$ cat src/rtl/iobuf_ctrl_pkg.sv
// Shared types and helpers for the half-duplex pad transaction engine.
package iobuf_ctrl_pkg;

   typedef enum logic [2:0] {
      ST_IDLE,
      ST_DRIVE,
      ST_TURN,
      ST_SAMPLE,
      ST_DONE
   } state_t;

   // Counter width for values 0..n-1, never narrower than one bit.
   function automatic int unsigned clog2(input int unsigned n);
      int unsigned r;
      int unsigned p;
      r = 0;
      p = 1;
      while (p < n) begin
         p = p << 1;
         r++;
      end
      if (r == 0) r = 1;
      return r;
   endfunction

endpackage

$ cat src/rtl/pad_sync.sv
// Flop-chain synchronizer for the asynchronous pad return path; clears to 1.
module pad_sync #(
   parameter int unsigned SYNC = 2
) (
   input  logic C,
   input  logic CLR_N,
   input  logic pad_o,
   output logic pad_o_sync
);

   logic [SYNC-1:0] stages;

   always_ff @(posedge C or negedge CLR_N) begin
      if (!CLR_N) stages <= '1;
      else        stages <= {stages[SYNC-2:0], pad_o};
   end

   assign pad_o_sync = stages[SYNC-1];

endmodule

$ cat src/rtl/iobuf_halfduplex_ctrl.sv
// Half-duplex single-wire engine: drives a word LSB first, optionally turns
// the pad around and reads a word back. All outputs are registered.
module iobuf_halfduplex_ctrl
   import iobuf_ctrl_pkg::*;
#(
   parameter int unsigned WIDTH = 8,
   parameter int unsigned DIV   = 4,
   parameter int unsigned TURN  = 2,
   parameter int unsigned SYNC  = 2
) (
   input  logic             C,
   input  logic             CLR_N,
   input  logic             TX_VALID,
   output logic             TX_READY,
   input  logic [WIDTH-1:0] TX_DATA,
   input  logic             RX_EN,
   output logic             RX_VALID,
   output logic [WIDTH-1:0] RX_DATA,
   output logic             BUSY,
   output logic             PAD_I,
   output logic             PAD_T,
   input  logic             PAD_O
);

   localparam int unsigned DIV_W = clog2(DIV);
   localparam int unsigned BIT_W = clog2(WIDTH);
   localparam int unsigned TRN_W = clog2(TURN * DIV);

   localparam logic [DIV_W-1:0] DIV_LAST = DIV_W'(DIV - 1);
   localparam logic [DIV_W-1:0] DIV_MID  = DIV_W'(DIV / 2);
   localparam logic [BIT_W-1:0] BIT_LAST = BIT_W'(WIDTH - 1);
   localparam logic [TRN_W-1:0] TRN_LAST = TRN_W'(TURN * DIV - 1);

   state_t           state_q, state_d;
   logic [DIV_W-1:0] div_q, div_d;
   logic [BIT_W-1:0] bit_q, bit_d;
   logic [TRN_W-1:0] trn_q, trn_d;
   logic [WIDTH-1:0] tx_sh_q, tx_sh_d;
   logic [WIDTH-1:0] rx_sh_q, rx_sh_d;
   logic             rx_en_q, rx_en_d;
   logic             pad_t_q, pad_t_d;
   logic             pad_i_q, pad_i_d;
   logic             tx_ready_q, tx_ready_d;
   logic             busy_q, busy_d;
   logic             rx_valid_q, rx_valid_d;
   logic [WIDTH-1:0] rx_data_q, rx_data_d;
   logic             pad_o_s;
   logic             div_wrap;
   logic             word_end;

   pad_sync #(.SYNC(SYNC)) u_pad_sync (
      .C          (C),
      .CLR_N      (CLR_N),
      .pad_o      (PAD_O),
      .pad_o_sync (pad_o_s)
   );

   assign div_wrap = (div_q == DIV_LAST);
   assign word_end = div_wrap && (bit_q == BIT_LAST);

   always_comb begin
      state_d    = state_q;
      div_d      = div_q;
      bit_d      = bit_q;
      trn_d      = trn_q;
      tx_sh_d    = tx_sh_q;
      rx_sh_d    = rx_sh_q;
      rx_en_d    = rx_en_q;
      rx_data_d  = rx_data_q;
      rx_valid_d = 1'b0;

      case (state_q)
         ST_IDLE: begin
            if (TX_VALID && tx_ready_q) begin
               state_d = ST_DRIVE;
               tx_sh_d = TX_DATA;
               rx_en_d = RX_EN;
               div_d   = '0;
               bit_d   = '0;
            end
         end
         ST_DRIVE: begin
            div_d = div_wrap ? '0 : div_q + 1'b1;
            if (word_end) begin
               state_d = rx_en_q ? ST_TURN : ST_IDLE;
               bit_d   = '0;
               trn_d   = '0;
            end else if (div_wrap) begin
               bit_d   = bit_q + 1'b1;
               tx_sh_d = tx_sh_q >> 1;
            end
         end
         ST_TURN: begin
            if (trn_q == TRN_LAST) begin
               state_d = ST_SAMPLE;
               trn_d   = '0;
               div_d   = '0;
               bit_d   = '0;
            end else begin
               trn_d = trn_q + 1'b1;
            end
         end
         ST_SAMPLE: begin
            div_d = div_wrap ? '0 : div_q + 1'b1;
            if (div_q == DIV_MID) rx_sh_d[bit_q] = pad_o_s;
            // With DIV=2 the last capture lands on the closing edge, so publish rx_sh_d.
            if (word_end) begin
               state_d    = ST_DONE;
               rx_data_d  = rx_sh_d;
               rx_valid_d = 1'b1;
               bit_d      = '0;
            end else if (div_wrap) begin
               bit_d = bit_q + 1'b1;
            end
         end
         ST_DONE: begin
            state_d = ST_IDLE;
            div_d   = '0;
            bit_d   = '0;
            trn_d   = '0;
         end
         default: begin
            state_d = ST_IDLE;
            div_d   = '0;
            bit_d   = '0;
            trn_d   = '0;
         end
      endcase

      pad_t_d    = (state_d != ST_DRIVE);
      pad_i_d    = (state_d == ST_DRIVE) ? tx_sh_d[0] : 1'b0;
      tx_ready_d = (state_d == ST_IDLE);
      busy_d     = (state_d != ST_IDLE);
   end

   always_ff @(posedge C or negedge CLR_N) begin
      if (!CLR_N) begin
         state_q    <= ST_IDLE;
         div_q      <= '0;
         bit_q      <= '0;
         trn_q      <= '0;
         tx_sh_q    <= '0;
         rx_sh_q    <= '0;
         rx_en_q    <= 1'b0;
         pad_t_q    <= 1'b1;
         pad_i_q    <= 1'b0;
         tx_ready_q <= 1'b1;
         busy_q     <= 1'b0;
         rx_valid_q <= 1'b0;
         rx_data_q  <= '0;
      end else begin
         state_q    <= state_d;
         div_q      <= div_d;
         bit_q      <= bit_d;
         trn_q      <= trn_d;
         tx_sh_q    <= tx_sh_d;
         rx_sh_q    <= rx_sh_d;
         rx_en_q    <= rx_en_d;
         pad_t_q    <= pad_t_d;
         pad_i_q    <= pad_i_d;
         tx_ready_q <= tx_ready_d;
         busy_q     <= busy_d;
         rx_valid_q <= rx_valid_d;
         rx_data_q  <= rx_data_d;
      end
   end

   assign TX_READY = tx_ready_q;
   assign BUSY     = busy_q;
   assign PAD_T    = pad_t_q;
   assign PAD_I    = pad_i_q;
   assign RX_VALID = rx_valid_q;
   assign RX_DATA  = rx_data_q;

endmodule

$ cat config.mk
export PLATFORM = sky130hd
export DESIGN_NAME = iobuf_halfduplex_ctrl
export DESIGN_NICKNAME = d
export VERILOG_FILES = /design/src/rtl/iobuf_ctrl_pkg.sv /design/src/rtl/pad_sync.sv /design/src/rtl/iobuf_halfduplex_ctrl.sv
export SDC_FILE = /design/constraint.sdc
export NUM_CORES = 1
export LEC_CHECK = 0
export ABC_AREA = 1
export BUFFER_PORTS_ARGS = -buffer_cell sky130_fd_sc_hd__clkbuf_2
export CORE_ASPECT_RATIO = 0.8
export CORE_MARGIN = 3
export CORE_UTILIZATION = 57
export CTS_CLUSTER_SIZE = 40
export DETAILED_ROUTE_END_ITERATION = 6
export PLACE_DENSITY = 0.87
export SYNTH_ARGS = -nofsm -noshare
export SYNTH_HDL_FRONTEND = slang
export SYNTH_SLANG_ARGS = --single-unit
$ cat constraint.sdc
create_clock -name C -period 1.93 [get_ports C]
set_input_delay 0.193 -clock C [delete_from_list [all_inputs] [get_ports C]]
set_output_delay 0.193 -clock C [all_outputs]
set_load 0.01 [all_outputs]
==> summary.txt, run 1 <==
Status
  – Status: finished clean

Power and ir drop
  – PD cells: 1080 nW/um2
  – Lkg Pwr: roughly 1.3 nW
  – Max IR drop VDD: 0.758 mV

Hold path
  – HP Class: input pin to flop

Critical path
  – Critical path startpoint: bit_q[1]$_DFFE_PN0P_
  – Worst setup SP type: flop
  – Max incr delay on CP: 0.45 ns
  – Worst Setup End Kind: flop
  – Worst-path cell chain: ha_1, ha_1, nand2_1, inv_1, nand2_4, clkinv_2, nand3_1, nand2_1
  – Worst Path Buf+Inv: 2
  – CP Depth: 8
  – CP Capture Point: RX_DATA[7]$_DFFE_PN0P_
  – Cell depth of the worst flop-to-flop path: 8
  – Critical Path AT: between 1.5 and 2 ns
  – Worst R2R Start: bit_q[1]$_DFFE_PN0P_
  – WS Path Type: flop to flop
  – Family with the most delay on the worst path: simple AND/OR/NAND/NOR gates
  – Worst reg2reg endpoint: RX_DATA[7]$_DFFE_PN0P_
  – Critical path fanouts, max: 13
  – Req. time, crit path: approximately 2.1 ns
  – R2R setup slack: approximately 0.21 ns
  – Slowest stage cell on the critical path: dfrtp_1

Synthesis
  – Syn Area/Cell: 8.26 um2
  – EDFF count, synth: 0
  – Distinct cell type count after synthesis: 22
  – Top-count cell post-synth: nand2_1
  – Mapped cell area: ~2100 um2
  – Number of synthesized register bits: 43
  – Post-synth top cells: nand2_1, dfrtp_1, inv_1, nand3_1, o21ai_0
  – Yosys top cell area share: 0.469
  – Cell taking the most area after synthesis: dfrtp_1
  – Most used DFF post-synth: dfrtp_1
  – Syn Inst Count: approximately 250
  – FFs w/ async S/R, synth: 1.00
  – Synth top area cells: dfrtp_1, nand2_1, nand3_1
  – Ys Warns: 0
  – Post-Syn Nets: 271
  – Register area share after synthesis: 0.519

STA
  – Final setup vio count: 0
  – Fin. Hold Viols: 0
  – Total negative setup slack: 0 ns
  – Max-Slew Margin vs Limit: 0.630
  – Final min period: about 1.7 ns
  – Worst slew pin tran: around 0.56 ns
  – Fmax: slightly below 600 MHz
  – Max Slew Vio Count: 0
  – Skew final: slightly above 0.008 ns
  – Unrepaired setup endpoints after global routing: false
  – Tcrit/Tclk final: 0.889

Detailed routing
  – Detailed Route WL: 4180 um
  – Top Metal Used: met4
  – DR pass1 iterations: 4
  – WL met1: slightly below 2000 um
  – DRT iter0 DRCs: around 130
  – Met2 wire length: 1800 um
  – Via density: ~5.2
  – Routed Antenna Nets: 0
  – WL met3: 370 um
  – WL/cell: ~13 um
  – DR vias: between 1,500 and 2,000
  – Drt drc: 0

Die
  – Core Region: approximately 3300 um2
  – Die Ht: 60.1 um
  – Row cnt: 18
  – Io pins: 26
  – Die W: 73.6 um
  – Initial Util: 0.633
  – Die area: between 4000 and 5000 um2

GRT
  – Vias in the first global route: 1,516
  – Largest net degree at the start of global routing: 23
  – First-pass GRT wire length: 7150 um
  – Grt total ovfl: 0
  – Initial antenna violation count: 0
  – GRT Total Usage: 0.220

Final layout
  – Fillers: approximately 240
  – Post-route cell area: 2380 um2
  – Layout area overhead: 14.4%
  – Ratio of cells with drive above 1 in the final layout: 0.178
  – Fin nets: just over 300
  – Ant. Diodes: 0

Placement
  – IO Port Bufs: 25
  – Dpl hpwl: about 3100 um
  – GP Congestion: 0.907
  – Post-Place Cell Area: around 2300 um2

CTS
  – Num CTS Buffers: 5
  – # H-tree levels: 2
  – Clock slew seen by the registers of the worst setup and hold paths: approximately 0.080 ns
  – Setup Buffers After CTS: 0
  – CTS Root Cell: clkbuf_8
  – Num Clock Sinks: 43
  – CTS tree: yes
  – Skew-Pair Late Insertion Delay: 0.30 ns
  – Longest Clk Path Bufs: 2

Run
  – # Max-Cap Violations: 0
stage by stage:
| stage | power [W] | worst slack (ns) | util | std cells | hold slack [ns] |
|---|---|---|---|---|---|
| final | 0.00258 | 0.215 | 0.725 | 326 | 0.122 |
| after global routing | 0.00276 | 0.0638 | 0.725 | 326 | 0.127 |
| after CTS | 0.00259 | 0.226 | 0.725 | 326 | 0.113 |
| after detailed placement | 0.00194 | 0.239 | 0.687 | 316 | 0.209 |
| after global placement | 0.00191 | 0.325 | 0.687 | 316 | 0.205 |
| after floorplan | 0.00171 | 0.467 | - | 252 | -0.103 |
routing by layer:
metal,GRT usage,vias to the layer above
li1,-,865
met1,0.330,761
met2,0.308,58
met3,0.0773,5
met4,0.0465,0
met5,0,-
worst min-delay path by stage:
stage,startpoint,end,slack (ns),cells after the start
floorplan,CLR_N,BUSY$_DFF_PN0_,-0.10,0
detailed placement,CLR_N,RX_DATA[4]$_DFFE_PN0P_,0.21,1
global route,RX_EN,rx_en_q$_DFFE_PN0P_,0.13,3
CTS,TX_DATA[7],tx_sh_q[7]$_DFFE_PN0P_,0.11,3
global placement,CLR_N,RX_DATA[4]$_DFFE_PN0P_,0.21,1
finish,TX_DATA[7],tx_sh_q[7]$_DFFE_PN0P_,0.12,3
layout make-up:
cell class                      instances  area [um2]  share of cell area
Clock buffer                            7        96.3              0.0404
Clock inverter                          1        7.51             0.00315
Inverter                               37         140              0.0588
Multi-Input combinational cell        170         842               0.353
Sequential cell                        43        1080               0.454
Tap cell                               40        50.0              0.0210
Timing Repair Buffer                   28         165              0.0693
placed cells by master (no fill, tap or decap), drive strengths merged, types with 2 or more instances in the layout:
master       instances
dfrtp               39
nor3                 2
o21ai               20
dlygate4sd3          2
ha                   6
nand4                2
nor2                17
inv                 36
dfstp                4
a21oi                6
nand2               83
clkbuf              32
nand3               34
flip-flops by register name, summed over array words and instances (netlist names), 2 cells and up:
register / count
div_q: 2
rx_sh_q: 8
tx_sh_q: 8
u_pad_sync.stages: 2
bit_q: 3
state_q: 3
trn_q: 3
RX_DATA: 8
logic make-up after synthesis:
group           synth area share
buf+inv                   0.0763
fa+ha+maj                 0.0361
flops                      0.519
compound gates            0.0643
simple gates               0.304
worst reg2reg max path, cell delays in order, from the launching register on:
cell and delay [ns]:
dfrtp_1 0.45, ha_1 0.21, ha_1 0.20, nand2_1 0.15, inv_1 0.14, nand2_4 0.17, clkinv_2 0.15, nand3_1 0.11
nand2_1 0.05
power breakdown:
part,leakage (nW),total (W),internal [W],switching (W)
clock,0.0505,0.000634,0.000325,0.000308
sequential,0.567,0.00121,0.00107,0.000139
combinational,0.729,0.000736,0.000243,0.000492
total,1.35,0.00258,0.00164,0.000940
timing repair:
| item | 4_1_cts | 5_1_grt |
|---|---|---|
| hold buffers | 2 | 0 |
| resized for setup | 0 | 0 |
| endpoints found under the hold margin | 20 | 0 |
Note: power is estimated with default switching activity, not from simulation.
==> run 2: changes to the inputs <==
GPL_TIMING_DRIVEN = 0   (was not set)
==> summary.txt, run 2 (synthesis results as in run 1) <==
GRT
  – Largest net degree at the start of global routing: 44 (+91%)
  – Grt total ovfl: 0 (unchanged)
  – Vias in the first global route: 1,621 (+6.9%)
  – Initial antenna violation count: 0 (unchanged)
  – First-pass GRT wire length: 7250 um (+1.4%)
  – GRT Total Usage: 0.218 (-0.00264)

Die
  – Die Ht: 60.1 um (unchanged)
  – Die W: 73.6 um (unchanged)
  – Row cnt: 18 (unchanged)
  – Initial Util: 0.633 (unchanged)
  – Core Region: 3290 um2 (unchanged)
  – Io pins: 26 (unchanged)
  – Die area: 4420 um2 (unchanged)

STA
  – Unrepaired setup endpoints after global routing: false
  – Max Slew Vio Count: 0 (unchanged)
  – Fin. Hold Viols: 0 (unchanged)
  – Final setup vio count: 0 (unchanged)
  – Worst slew pin tran: 1.03 ns (+0.475 ns)
  – Final min period: 1.72 ns (+0.00505 ns)
  – Total negative setup slack: 0 ns (unchanged)
  – Tcrit/Tclk final: 0.891 (+0.00262)
  – Skew final: 0.00711 ns (-0.00112 ns)
  – Fmax: 581 MHz (-0.29%)
  – Worst setup margin: 0.210 ns (-0.00505 ns)
  – Max-Slew Margin vs Limit: 0.313 (-0.317)

Run
  – # Max-Cap Violations: 0 (unchanged)

Final layout
  – Ant. Diodes: 0 (unchanged)
  – Layout area overhead: 14.0%
  – Fillers: 257 (+5.8%)
  – Fin nets: 304 (unchanged)
  – Finished Core Util: 0.722 (-0.00266)
  – Most frequent cells in the layout: nand2_1, dfrtp_1, nand3_1
  – Most common cell after layout, fill and taps aside: nand2_1
  – Ratio of cells with drive above 1 in the final layout: 0.178 (unchanged)
  – Final std cells w/o fill: 326 (unchanged)

Hold path
  – HP Class: input pin to asynchronous set/reset pin

CTS
  – Clock slew seen by the registers of the worst setup and hold paths: 0.08 ns (about the same)
  – # H-tree levels: 2 (unchanged)
  – Longest Clk Path Bufs: 2 (unchanged)
  – Skew-Pair Late Insertion Delay: 0.30 ns (about the same)
  – Num Clock Sinks: 43 (unchanged)
  – Num CTS Buffers: 5 (unchanged)
  – CTS tree: yes
  – CTS Root Cell: clkbuf_8

Critical path
  – Worst setup SP type: flop
  – Worst Path Buf+Inv: 1 (-1)
  – Worst Setup End Kind: flop
  – Critical path fanouts, max: 6 (-7)
  – Req. time, crit path: 2.12 ns (about the same)
  – Max incr delay on CP: 0.46 ns (about the same)
  – Slowest stage cell on the critical path: dfrtp_1
  – WS Path Type: flop to flop
  – Worst-path cell chain: ha_1, ha_1, nand2_1, inv_2, nor2_1, nor2_1, nand2_1, nor2_1, nand2_1
  – Family with the most delay on the worst path: simple AND/OR/NAND/NOR gates
  – Critical Path AT: 1.91 ns (about the same)

Placement
  – Pre-CTS setup slack: 0.209 ns (-0.0295 ns)
  – IO Port Bufs: 25 (unchanged)
  – Dpl cells: 317 (+0.32%)
  – GP Congestion: 0.793 (-13%)
  – Dpl hpwl: 2940 um (-5.8%)

Detailed routing
  – DR vias: 1,734 (+2.7%)
  – DRT iter0 DRCs: 115 (-11%)
  – WL/cell: 12.6 um (-1.9%)
  – Routed Antenna Nets: 0 (unchanged)
  – DR pass1 iterations: 4 (unchanged)
  – Drt drc: 0 (unchanged)
  – Detailed Route WL: 4100 um (-1.9%)
  – Via density: 5.32 (+2.7%)

Power and ir drop
  – Max IR drop VDD: 0.807 mV (+6.4%)
  – Total power: 0.00260 W (+0.62%)
  – Lkg Pwr: 1.34 nW (-0.20%)
  – PD cells: 1090 nW/um2 (+0.99%)

Status
  – Status: finished clean
==> run 2: path summary, 6_finish.rpt <==
path | cells after the start | startpoint | slack, ns | end
setup / recovery | 9 | bit_q[1]$_DFFE_PN0P_ | 0.21 | BUSY$_DFF_PN0_
hold / removal | 1 | CLR_N | 0.06 | RX_VALID$_DFF_PN0_
setup reg to reg | 9 | bit_q[1]$_DFFE_PN0P_ | 0.21 | BUSY$_DFF_PN0_
hold reg to reg | 0 | u_pad_sync.stages[0]$_DFF_PN1_ | 0.36 | u_pad_sync.stages[1]$_DFF_PN1_
max in group asynchronous | 1 | CLR_N | 1.24 | state_q[1]$_DFF_PN0_
min in group C | 3 | TX_DATA[7] | 0.12 | tx_sh_q[7]$_DFFE_PN0P_
==> run 2: through the flow <==
step / hold slack [ns] / instance area, um2
finish: 0.0567 / 2370
global route: 0.126 / 2370
CTS: 0.0922 / 2370
detailed placement: 0.283 / 2260
global placement: 0.281 / 2260
floorplan: -0.103 / 2080
==> run 2: routing by layer <==
| layer | wire length, um | vias up | global-route usage |
|---|---|---|---|
| met3 | 184 | 9 | 0.0672 |
| met5 | 0 | - | 0 |
| met4 | 57 | 0 | 0.0775 |
| met2 | 1920 | 36 | 0.327 |
| met1 | 1930 | 820 | 0.299 |
| li1 | - | 869 | - |
==> run 2: cell type report <==
type	count	area [um2]	share of cell area
Sequential cell	43	1080	0.455
Clock buffer	7	76.3	0.0322
Clock inverter	1	30.0	0.0127
Tap cell	40	50.0	0.0211
Multi-Input combinational cell	170	842	0.355
Inverter	37	140	0.0590
Timing Repair Buffer	26	135	0.0569
Buffer	2	18.8	0.00791
==> run 2: worst register-to-register path, cell delays in order (launching register included) <==
cell	delay, ns
dfrtp_1	0.46
ha_1	0.19
ha_1	0.18
nand2_1	0.14
inv_2	0.15
nor2_1	0.08
nor2_1	0.13
nand2_1	0.11
nor2_1	0.12
nand2_1	0.06
==> run 2: power by group <==
| part | total (W) | internal [W] | switching, W |
|---|---|---|---|
| Sequential | 0.00121 | 0.00107 | 0.000139 |
| Combinational | 0.000704 | 0.000236 | 0.000468 |
| Clock | 0.000682 | 0.000387 | 0.000295 |
==> run 2: repair_timing <==
action | in CTS | in global routing
setup buffers | 0 | 0
endpoints found under the setup margin | 0 | 1
resized for setup | 0 | 1
hold buffers | 1 | 0
hold endpoints to repair | 1 | 0
==> run 3: changes to the inputs <==
ABC_AREA = not set   (was 1)
PLACE_DENSITY = 0.86   (was 0.87)
==> summary.txt, run 3 <==
Status
  – Status: finished clean

Critical path
  – WS Path Type: flop to flop
  – Critical Path AT: 1.94 ns (+0.03 ns)
  – Req. time, crit path: 2.09 ns (-0.03 ns)
  – Slowest stage cell on the critical path: dfrtp_1
  – Worst-path cell chain: ha_1, ha_1, nand2_1, clkbuf_2, a32oi_1, o21ai_0
  – Most frequent CP cell: ha_1
  – Critical path fanouts, max: 10 (+4)
  – Worst Setup End Kind: flop
  – Max incr delay on CP: 0.36 ns (-0.10 ns)
  – Worst setup SP type: flop

Synthesis
  – Cell taking the most area after synthesis: dfrtp_1
  – Ys Warns: 0 (unchanged)
  – Synth top area cells: dfrtp_1, o21ai_0, dfstp_2
  – Most used DFF post-synth: dfrtp_1
  – Syn Inst Count: 206 (-18%)
  – EDFF count, synth: 0 (unchanged)
  – Fraction of synthesized area in multiplexers: 0.0573 (+0.0573)
  – Post-synthesis adder-cell area fraction: 0.0347 (-0.00132)
  – Mapped cell area: 2160 um2 (+3.8%)
  – Register area share after synthesis: 0.500 (-0.0189)
  – Post-synth top cells: dfrtp_1, o21ai_0, nor2_1, a21oi_1
  – Top-count cell post-synth: dfrtp_1
  – Post-Syn Nets: 225 (-17%)
  – FFs w/ async S/R, synth: 1.00 (unchanged)
  – Distinct cell type count after synthesis: 42 (+91%)
  – Yosys top cell area share: 0.452 (-0.0171)
  – Synth Area in Simple Gates: 0.166 (-0.138)
  – Number of synthesized register bits: 43 (unchanged)
  – Largest family of logic cells by synthesized area: compound AO/OA/AOI/OAI gates
  – Synth Area in XOR/XNOR: 0 (unchanged)
  – Syn Area/Cell: 10.5 um2 (+27%)
  – Compound-Gate Fraction of Synth Area: 0.190 (+0.126)

CTS
  – # H-tree levels: 2 (unchanged)
  – CTS Root Cell: clkbuf_8
  – Skew-Pair Late Insertion Delay: 0.30 ns (about the same)
  – Num Clock Sinks: 43 (unchanged)
  – Longest Clk Path Bufs: 2 (unchanged)
  – CTS tree: yes
  – Num CTS Buffers: 5 (unchanged)
  – Clock slew seen by the registers of the worst setup and hold paths: 0.09 ns (about the same)

STA
  – Worst slew pin tran: 1.07 ns (+0.0384 ns)
  – Max-Slew Margin vs Limit: 0.288 (-0.0256)
  – Final setup vio count: 0 (unchanged)
  – Tcrit/Tclk final: 0.924 (+0.0326)
  – Fin. Hold Viols: 0 (unchanged)
  – Fmax: 561 MHz (-3.5%)
  – Max Slew Vio Count: 0 (unchanged)
  – Total negative setup slack: 0 ns (unchanged)
  – Fin Hold WS: 0.0774 ns (+0.0207 ns)
  – Final min period: 1.78 ns (+0.0630 ns)
  – Unrepaired setup endpoints after global routing: false
  – Skew final: 0.00695 ns (-0.000155 ns)

Power and ir drop
  – Lkg Pwr: 1.16 nW (-14%)
  – Max IR drop VDD: 0.595 mV (-26%)
  – PD cells: 1030 nW/um2 (-5.9%)

Die
  – Die W: 74.8 um (+1.7%)
  – Row cnt: 19 (+1)
  – Io pins: 26 (unchanged)
  – Initial Util: 0.610 (-0.0231)
  – Die area: 4570 um2 (+3.4%)
  – Die Ht: 61.1 um (+1.7%)
  – Core Region: 3540 um2 (+7.7%)

Detailed routing
  – Routed Antenna Nets: 0 (unchanged)
  – DR pass1 iterations: 4 (unchanged)
  – Via density: 6.00 (+13%)
  – Detailed Route WL: 4630 um (+13%)
  – WL/cell: 16.4 um (+30%)
  – DRT iter0 DRCs: 149 (+30%)
  – Drt drc: 0 (unchanged)
  – DR vias: 1,691 (-2.5%)

Run
  – # Max-Cap Violations: 0 (unchanged)

Final layout
  – Most frequent cells in the layout: dfrtp_1, o21ai_0, clkbuf_2
  – Fin nets: 258 (-15%)
  – Post-route cell area: 2440 um2 (+3.0%)
  – Ant. Diodes: 0 (unchanged)
  – Layout area overhead: 13.1%
  – Ratio of cells with drive above 1 in the final layout: 0.233 (+0.0550)
  – Most common cell after layout, fill and taps aside: dfrtp_1

GRT
  – GR Util met3: 0.0506 (-0.0167)
  – Grt met2 use: 0.324 (-0.00320)
  – GRT busiest layer: met2
  – Initial antenna violation count: 0 (unchanged)
  – Grt total ovfl: 0 (unchanged)
  – Vias in the first global route: 1,658 (+2.3%)
  – First-pass GRT wire length: 7580 um (+4.6%)
  – Met1 usage: 0.310 (+0.0111)
  – GRT Total Usage: 0.220 (+0.00250)
  – Largest net degree at the start of global routing: 44 (unchanged)

Placement
  – Dpl hpwl: 3220 um (+9.6%)
  – GP Congestion: 0.795 (+0.19%)
  – Post-Place Cell Area: 2340 um2 (+3.6%)
  – IO Port Bufs: 25 (unchanged)

Hold path
  – HP Class: input pin to asynchronous set/reset pin
run 3: cell types whose count changed after synthesis, moves of 4 or more:
| cell | delta |
|---|---|
| mux2i_1 | +9 |
| buf_2 | +5 |
| o21ai_0 | +9 |
| inv_1 | -24 |
| clkbuf_1 | +8 |
| nand3_1 | -30 |
| a21oi_1 | +5 |
| a22oi_1 | +6 |
| nand3b_1 | +4 |
| o22a_1 | +7 |
| nand2b_1 | +9 |
| nand4b_1 | +4 |
| nand2_1 | -70 |
run 3: power breakdown:
part           internal [W]  switching (W)
logic              0.000359       0.000436
clock network      0.000252       0.000322
registers           0.00106      0.0000869
run 3: final timing paths:
check | startpoint | to | slack [ns] | depth (start not counted)
max in group asynchronous | CLR_N | PAD_I$_DFF_PN0_ | 1.19 | 1
worst max register to register | bit_q[1]$_DFFE_PN0P_ | state_q[0]$_DFF_PN0_ | 0.15 | 6
worst min register to register | u_pad_sync.stages[0]$_DFF_PN1_ | u_pad_sync.stages[1]$_DFF_PN1_ | 0.36 | 0
worst max-delay path | bit_q[1]$_DFFE_PN0P_ | state_q[0]$_DFF_PN0_ | 0.15 | 6
worst min-delay path | CLR_N | rx_sh_q[7]$_DFFE_PN0N_ | 0.08 | 1
min in group C | TX_DATA[7] | tx_sh_q[7]$_DFFE_PN0P_ | 0.12 | 2
run 3: critical path: cells and delay by family (launching register included):
kind	cells	cell delay (ns)
buf+inv	1	0.28
flops	1	0.36
simple gates	1	0.22
fa+ha+maj	2	0.31
compound gates	2	0.48
run 3: per-stage QoR:
step	power [W]	cells	utilization	setup slack (ns)
after detailed placement	0.00195	273	0.660	0.0933
after global routing	0.00268	282	0.690	0.0351
final	0.00252	282	0.690	0.147
after floorplan	0.00173	206	-	0.400
after CTS	0.00252	282	0.688	0.0742
after global placement	0.00189	273	0.660	0.152
run 3: timing repair:
action                                 in CTS  in global routing
setup endpoints to repair                   0                  5
setup buffers                               0                  0
hold buffers                                1                  0
resized for setup                           0                  4
endpoints found under the hold margin       1                  0
run 3: layout make-up:
class,count,area [um2]
fill,261,1100
sequential,43,1080
multi-input combinational,138,975
timing repair buffer,26,135
buffer,16,78.8
clock buffer,5,68.8
tap,42,52.6
inverter,9,33.8
clock inverter,3,20.0
run 3: logic make-up after synthesis:
kind of cell / Yosys count
flip-flops: 43
multiplexers: 12
AND/OR/NAND/NOR: 57
adder cells (fa/ha/maj): 6
buffers and inverters: 25
AO/OA/AOI/OAI: 63
run 3: layer usage:
layer  routed length [um]  vias to the layer above
met4                   93                        0
met1                 2240                      813
li1                     -                      811
met3                  206                       12
met5                    0                        -
met2                 2090                       55
